**config.mk**
```make
export PLATFORM = sky130hd
export DESIGN_NAME = fetch_stage
export DESIGN_NICKNAME = d
export VERILOG_FILES = /design/src/rtl/fetch_stage.sv
export SDC_FILE = /design/constraint.sdc
export NUM_CORES = 1
export LEC_CHECK = 0
export CAP_MARGIN = 20
export CORE_MARGIN = 2
export CORE_UTILIZATION = 50
export DETAILED_ROUTE_END_ITERATION = 10
export PLACE_DENSITY = 0.75
export SETUP_SLACK_MARGIN = 0.2
export SLEW_MARGIN = 40
export SYNTH_ARGS = -nofsm -noshare
export SYNTH_HDL_FRONTEND = slang
export SYNTH_SLANG_ARGS = --single-unit
```
**constraint.sdc**
```tcl
create_clock -name clk -period 3.9 [get_ports clk]
set_input_delay 0.975 -clock clk [delete_from_list [all_inputs] [get_ports clk]]
set_output_delay 0.975 -clock clk [all_outputs]
set_load 0.1 [all_outputs]
```
**src/rtl/fetch_stage.sv**
```systemverilog
`default_nettype none
// ============================================================================
// Module   : fetch_stage
// Purpose  : RISC-V instruction fetch: PC, in-order imem requests, response
//            FIFO toward decode. Optional macro FETCH_STATIC_PREDICT_EN
//            enables static JAL/backward-branch prediction on pushed words.
// Revision : 1.0 - initial release
// ============================================================================
module fetch_stage #(
    parameter logic [31:0] RESET_PC   = 32'h0000_0000,
    parameter int          FIFO_DEPTH = 4
) (
    input  logic        clk,
    input  logic        reset_n,
    output logic        imem_req_valid,
    input  logic        imem_req_ready,
    output logic [31:0] imem_req_addr,
    input  logic        imem_rsp_valid,
    input  logic [31:0] imem_rsp_data,
    input  logic        redirect_valid,
    input  logic [31:0] redirect_pc,
    input  logic        stall,
    output logic        instr_valid,
    output logic [31:0] instruction,
    output logic [31:0] pc_out,
    output logic        pred_taken,
    output logic [31:0] pred_target
);

    localparam int                  c_PTR_W    = $clog2(FIFO_DEPTH);
    localparam int                  c_CNT_W    = c_PTR_W + 1;
    localparam logic [c_CNT_W:0]    c_DEPTH    = (c_CNT_W + 1)'(FIFO_DEPTH);
    localparam logic [c_CNT_W-1:0]  c_CNT_ONE  = c_CNT_W'(1);
    localparam logic [c_PTR_W-1:0]  c_PTR_ONE  = c_PTR_W'(1);

    logic [31:0]         r_fetch_pc;
    logic [31:0]         r_exp_pc;
    logic [c_CNT_W-1:0]  r_count;
    logic [c_CNT_W-1:0]  r_outstanding;
    logic [c_CNT_W-1:0]  r_drop;
    logic [c_PTR_W-1:0]  r_rd_ptr;
    logic [c_PTR_W-1:0]  r_wr_ptr;

    logic [31:0]         r_word   [FIFO_DEPTH];
    logic [31:0]         r_pc     [FIFO_DEPTH];
    logic [31:0]         r_target [FIFO_DEPTH];
    logic                r_taken  [FIFO_DEPTH];

    logic [c_CNT_W:0]    w_occ_sum;
    logic                w_credit;
    logic                w_push;
    logic                w_pop;
    logic                w_req_fire;
    logic                w_self_redirect;
    logic                w_pred_taken;
    logic [31:0]         w_pred_target;
    logic [31:0]         w_redirect_pc;
    logic [c_CNT_W-1:0]  w_rsp_dec;
    logic [c_CNT_W-1:0]  w_out_next;
    logic [c_CNT_W-1:0]  w_count_next;

    // Credits cover both buffered and in-flight words, so a push never overflows.
    assign w_occ_sum     = {1'b0, r_count} + {1'b0, r_outstanding};
    assign w_credit      = (w_occ_sum < c_DEPTH);
    assign w_redirect_pc = redirect_pc & ~32'd3;
    assign w_rsp_dec     = imem_rsp_valid ? c_CNT_ONE : '0;

    assign w_push          = imem_rsp_valid && (r_drop == '0) && !redirect_valid;
    assign w_pop           = instr_valid && !stall && !redirect_valid;
    assign w_self_redirect = w_push && w_pred_taken;

    assign imem_req_valid = reset_n && !redirect_valid && !w_self_redirect && w_credit;
    assign imem_req_addr  = r_fetch_pc;
    assign w_req_fire     = imem_req_valid && imem_req_ready;

`ifdef FETCH_STATIC_PREDICT_EN
    localparam logic [6:0] c_OPC_JAL    = 7'b1101111;
    localparam logic [6:0] c_OPC_BRANCH = 7'b1100011;

    logic [31:0] w_imm_j;
    logic [31:0] w_imm_b;

    assign w_imm_j = {{12{imem_rsp_data[31]}}, imem_rsp_data[19:12], imem_rsp_data[20],
                      imem_rsp_data[30:21], 1'b0};
    assign w_imm_b = {{20{imem_rsp_data[31]}}, imem_rsp_data[7], imem_rsp_data[30:25],
                      imem_rsp_data[11:8], 1'b0};

    // Backward branches (negative offset) are assumed to be loop-closing and taken.
    always_comb begin
        w_pred_taken  = 1'b0;
        w_pred_target = r_exp_pc + 32'd4;
        if (imem_rsp_data[6:0] == c_OPC_JAL) begin
            w_pred_taken  = 1'b1;
            w_pred_target = r_exp_pc + w_imm_j;
        end else if ((imem_rsp_data[6:0] == c_OPC_BRANCH) && imem_rsp_data[31]) begin
            w_pred_taken  = 1'b1;
            w_pred_target = r_exp_pc + w_imm_b;
        end
    end
`else
    assign w_pred_taken  = 1'b0;
    assign w_pred_target = r_exp_pc + 32'd4;
`endif

    always_comb begin
        w_out_next = r_outstanding;
        if (w_req_fire && !imem_rsp_valid) begin
            w_out_next = r_outstanding + c_CNT_ONE;
        end else if (!w_req_fire && imem_rsp_valid) begin
            w_out_next = r_outstanding - c_CNT_ONE;
        end
    end

    always_comb begin
        w_count_next = r_count;
        if (w_push && !w_pop) begin
            w_count_next = r_count + c_CNT_ONE;
        end else if (!w_push && w_pop) begin
            w_count_next = r_count - c_CNT_ONE;
        end
    end

    always_ff @(posedge clk or negedge reset_n) begin
        if (!reset_n) begin
            r_fetch_pc    <= RESET_PC;
            r_exp_pc      <= RESET_PC;
            r_count       <= '0;
            r_outstanding <= '0;
            r_drop        <= '0;
            r_rd_ptr      <= '0;
            r_wr_ptr      <= '0;
        end else if (redirect_valid) begin
            // Everything still in flight after this cycle belongs to the old path.
            r_fetch_pc    <= w_redirect_pc;
            r_exp_pc      <= w_redirect_pc;
            r_count       <= '0;
            r_rd_ptr      <= '0;
            r_wr_ptr      <= '0;
            r_outstanding <= r_outstanding - w_rsp_dec;
            r_drop        <= r_outstanding - w_rsp_dec;
        end else begin
            r_outstanding <= w_out_next;
            r_count       <= w_count_next;
            if (w_push) begin
                r_wr_ptr <= r_wr_ptr + c_PTR_ONE;
            end
            if (w_pop) begin
                r_rd_ptr <= r_rd_ptr + c_PTR_ONE;
            end
            if (w_self_redirect) begin
                r_fetch_pc <= w_pred_target;
                r_exp_pc   <= w_pred_target;
                r_drop     <= r_outstanding - c_CNT_ONE;
            end else begin
                if (w_req_fire) begin
                    r_fetch_pc <= r_fetch_pc + 32'd4;
                end
                if (w_push) begin
                    r_exp_pc <= r_exp_pc + 32'd4;
                end
                if (imem_rsp_valid && (r_drop != '0)) begin
                    r_drop <= r_drop - c_CNT_ONE;
                end
            end
        end
    end

    always_ff @(posedge clk) begin
        if (w_push) begin
            r_word[r_wr_ptr]   <= imem_rsp_data;
            r_pc[r_wr_ptr]     <= r_exp_pc;
            r_taken[r_wr_ptr]  <= w_pred_taken;
            r_target[r_wr_ptr] <= w_pred_target;
        end
    end

    assign instr_valid = (r_count != '0);
    assign instruction = instr_valid ? r_word[r_rd_ptr]   : 32'd0;
    assign pc_out      = instr_valid ? r_pc[r_rd_ptr]     : 32'd0;
    assign pred_taken  = instr_valid ? r_taken[r_rd_ptr]  : 1'b0;
    assign pred_target = instr_valid ? r_target[r_rd_ptr] : 32'd0;

endmodule
`default_nettype wire

```
==> metrics.md, run 1 <==
| Metric | Value |
|---|---|
| Post-Route WL | `38780 um` |
| Clock transition at the registers of the reported paths | `about 0.060 ns` |
| Layout cells sized above 1 | `24.80%` |
| Area leader, netlist | `edfxtp_1` |
| Top cells by area, synth | `edfxtp_1 (59%), mux4_2 (11%), dfrtp_1 (9.8%)` |
| Async set-or-reset flop fraction in the synthesized netlist | `between 10% and 20%` |
| Std-Cell Rows | `70` |
| Prevailing post-synth register cell | `edfxtp_1` |
| Synth Instances | `around 1100` |
| Final Wtd Congestion | `0.8506` |
| Final #Nets | `roughly 1400` |
| Fin Clk Skew | `0.01616 ns` |
| Max VDD drop | `around 650 uV` |
| Hold Path Depth | `2` |
| All-Layer GR Usage | `between 20% and 30%` |
| Pin count of the biggest net entering global routing | `74` |
| Share of the synthesized area in the top cell type | `59.15%` |
| Max Fclk | `roughly 290 MHz` |
| Remaining Overflow, GRT | `0` |
| Total via count in the routed design | `between 10000 and 15000` |
| Setup TNS Final | `0 ns` |
| First-pass GRT wire length | `between 60000 and 70000 um` |
| Most common cell after layout, fill and taps aside | `edfxtp_1` |
| Most frequent CP cell | `buf_4` |
| Finish-stage setup viols | `0` |
| RSZ-0062 raised after global routing | `no` |
| Crit end category | `output port` |
| Post-DP HPWL | `approximately 24000 um` |
| Hold slack final | `between 0.5 and 0.6 ns` |
| Status | `finished clean` |
| DR WL/cell | `roughly 21 um` |
| Vias in the first global route | `10700` |
| HP Class | `flip-flop to flip-flop` |
| Syn-to-layout area delta | `21.95%` |
| Worst-path maximum fanout | `11` |
| Max transition margin | `~54%` |
| Boundary Pins | `about 200` |
| Leading cell types in the layout, fill and taps excluded | `edfxtp_1 (368), and2_1 (97), mux4_2 (92)` |
| Critical path class | `flip-flop to output port` |
| Max Root-Sink Buffers | `3` |
| Initial core utilization | `50.91%` |
| Critical path data arrival time | `approximately 2.5 ns` |
| Synth Register Bits | `around 440` |
| Core region area | `roughly 37000 um2` |
| Initial antenna violation count | `0` |
| CP cell instances | `buf_4, mux4_2, and2_1, buf_4` |
| Clk sinks | `between 400 and 500` |
| Clock Latency Late Sink | `around 0.55 ns` |
| Hold Vio Cnt, Final | `0` |
| Post-synth EDFFs | `around 370` |
| PD cells | `a little over 800 nW/um2` |
| Die X | `around 200 um` |
| Synth Warn # | `0` |
| Synth Area per Inst | `~16 um2` |
| Htree depth | `2` |
| Yosys cell types | `59` |
| CP max stage cell | `dfrtp_4` |
| Max-slew violation count | `0` |
| Root buf cell | `clkbuf_16` |
| DRT Pass-1 Iters | `6` |
| Leakage | `7.798 nW` |
| Sequential fraction of the synthesis area | `between 60% and 70%` |
| Die Span Y | `between 150 and 200 um` |
| TritonCTS clock tree | `built` |
| First-iteration detailed-routing DRC count | `861` |
| Min Tclk post-route | `approximately 3.5 ns` |
| Worst Reg-to-Reg Cells | `6` |
| Fin crit share | `just under 90%` |
| Die area | `38930 um2` |
| Max stage delay on crit path | `just over 0.6 ns` |
| Critical Path RT | `2.92 ns` |
| Cts hold-fix bufs | `0` |
| Synthesized cell area | `roughly 19000 um2` |
| Reg2reg setup slack | `1.12 ns` |
| IO Port Bufs | `~190` |
| Worst setup SP type | `flip-flop` |
| TritonCTS Buffers | `45` |
| DRC viols | `0` |
| Antenna diodes | `0` |
| Antenna viol nets, final | `0` |
| Worst slew pin tran | `just under 0.7 ns` |
| Vias per cell | `~5.8` |
| Max_cap viols | `0` |
-- logic make-up (layout without fill, tap and decap cells) --
family	Yosys count	after routing	synth area share, %
AO/OA/AOI/OAI	86	86	3.020
XOR/XNOR	70	70	3.322
adder cells (fa/ha/maj)	14	14	1.018
buffers and inverters	90	318	2.163
flip-flops	441	441	68.93
multiplexers	101	101	11.62
other	1	7	0.02007
AND/OR/NAND/NOR	330	330	9.912
-- synth_stat cells, drive strengths merged (2+ instances only) --
library cell and number:
nand2b 3, o21a 2, nor3b 2, dfrtp 73
fa 2, a311oi 2, a31oi 5, mux2 7
a31o 2, and2 98, inv 17, or4 2
nor4 6, mux4 92, clkbuf 41, or3 7
a211oi 4, a21o 2, mux2i 2, o311ai 10
edfxtp 368, a21oi 8, ha 12, nand4 29
o211ai 10, buf 32, xnor2 46, nand2 64
and3 18, a21boi 3, xor2 24, nand3 50
nor3 7, o21ai 33, nor2 30, and4 9
-- sequential cells by signal, indices dropped and copies added, names as in the netlist --
signal and flops:
r_pc 120, r_count 3, r_rd_ptr 2, r_wr_ptr 2, imem_req_addr 30, r_word 128, r_outstanding 3, r_target 120
r_exp_pc 30, r_drop 3
-- where the power goes --
group	switching, mW	internal (mW)	total (mW)
registers	0.272	5.37	5.64
logic	6.02	2.57	8.58
clock network	1.71	2.55	4.26
total	7.99	10.5	18.5
-- worst max-delay path: cells and delay by family (launching register included) --
kind | cells | cell delay (ns)
DFF | 1 | 0.62
muxes | 1 | 0.59
buffers and inverters | 2 | 0.56
and+or+nand+nor | 1 | 0.19
-- cell type report --
| cell class | count | area (um2) |
|---|---|---|
| well taps | 468 | 585.6 |
| repair buffers | 219 | 2326 |
| flip-flops and latches | 441 | 12880 |
| clock buffers | 60 | 1235 |
| fillers | 2582 | 13910 |
| clock inverters | 22 | 236.5 |
| multi-input cells | 608 | 5451 |
| inverters | 17 | 63.81 |
-- per-stage QoR --
| stage | instance area, um2 | setup WS (ns) | std cells | power, mW | utilization, % |
|---|---|---|---|---|---|
| 6_report | 22780 | 0.4144 | 1835 | 18.49 | 62.08 |
| 5_1_grt | 22780 | 0.2931 | 1835 | 19.13 | 62.08 |
| 4_1_cts | 22780 | 0.2594 | 1835 | 18.65 | 62.07 |
| 3_5_place_dp | 21290 | 0.7817 | 1752 | 14.36 | 58.02 |
| 3_3_place_gp | 21440 | 0.7870 | 1752 | 14.34 | 58.41 |
| 2_1_floorplan | 18710 | 0.5541 | 1139 | 11.98 | - |
-- per-layer routing --
metal	part of all wire (%)	global-route usage (%)	routed length [um]
met5	0	0	0
met4	1.6	4.790	632
met3	6.5	3.671	2513
met2	47	32.16	18150
met1	45	29.82	17490
-- repair_timing --
item,4_1_cts,5_1_grt
gates resized for setup,0,0
endpoints found under the setup margin,1,0
hold endpoints to repair,0,0
setup buffers,1,0
-- path summary, 6_finish.rpt --
| kind | startpoint | endpoint |
|---|---|---|
| min in group asynchronous | reset_n | imem_req_addr[27] |
| max in group asynchronous | reset_n | r_rd_ptr[1] |
| setup / recovery | r_rd_ptr[0] | pred_target[21] |
| setup reg to reg | r_exp_pc[2] | r_target[1][30] |
| hold / removal | imem_req_addr[31] | imem_req_addr[31] |
| hold reg to reg | imem_req_addr[31] | imem_req_addr[31] |
(Power assumes the default switching activity.)
==> inputs of run 2 (changes only) <==
--- a/config.mk
+++ b/config.mk
@@ -9,6 +9,7 @@
 export CORE_MARGIN = 2
 export CORE_UTILIZATION = 50
 export DETAILED_ROUTE_END_ITERATION = 10
+export GPL_ROUTABILITY_DRIVEN = 0
 export PLACE_DENSITY = 0.75
 export SETUP_SLACK_MARGIN = 0.2
 export SLEW_MARGIN = 40
==> results of run 2 <==
No change in the layout: final DEF, timing and power equal those of run 1.
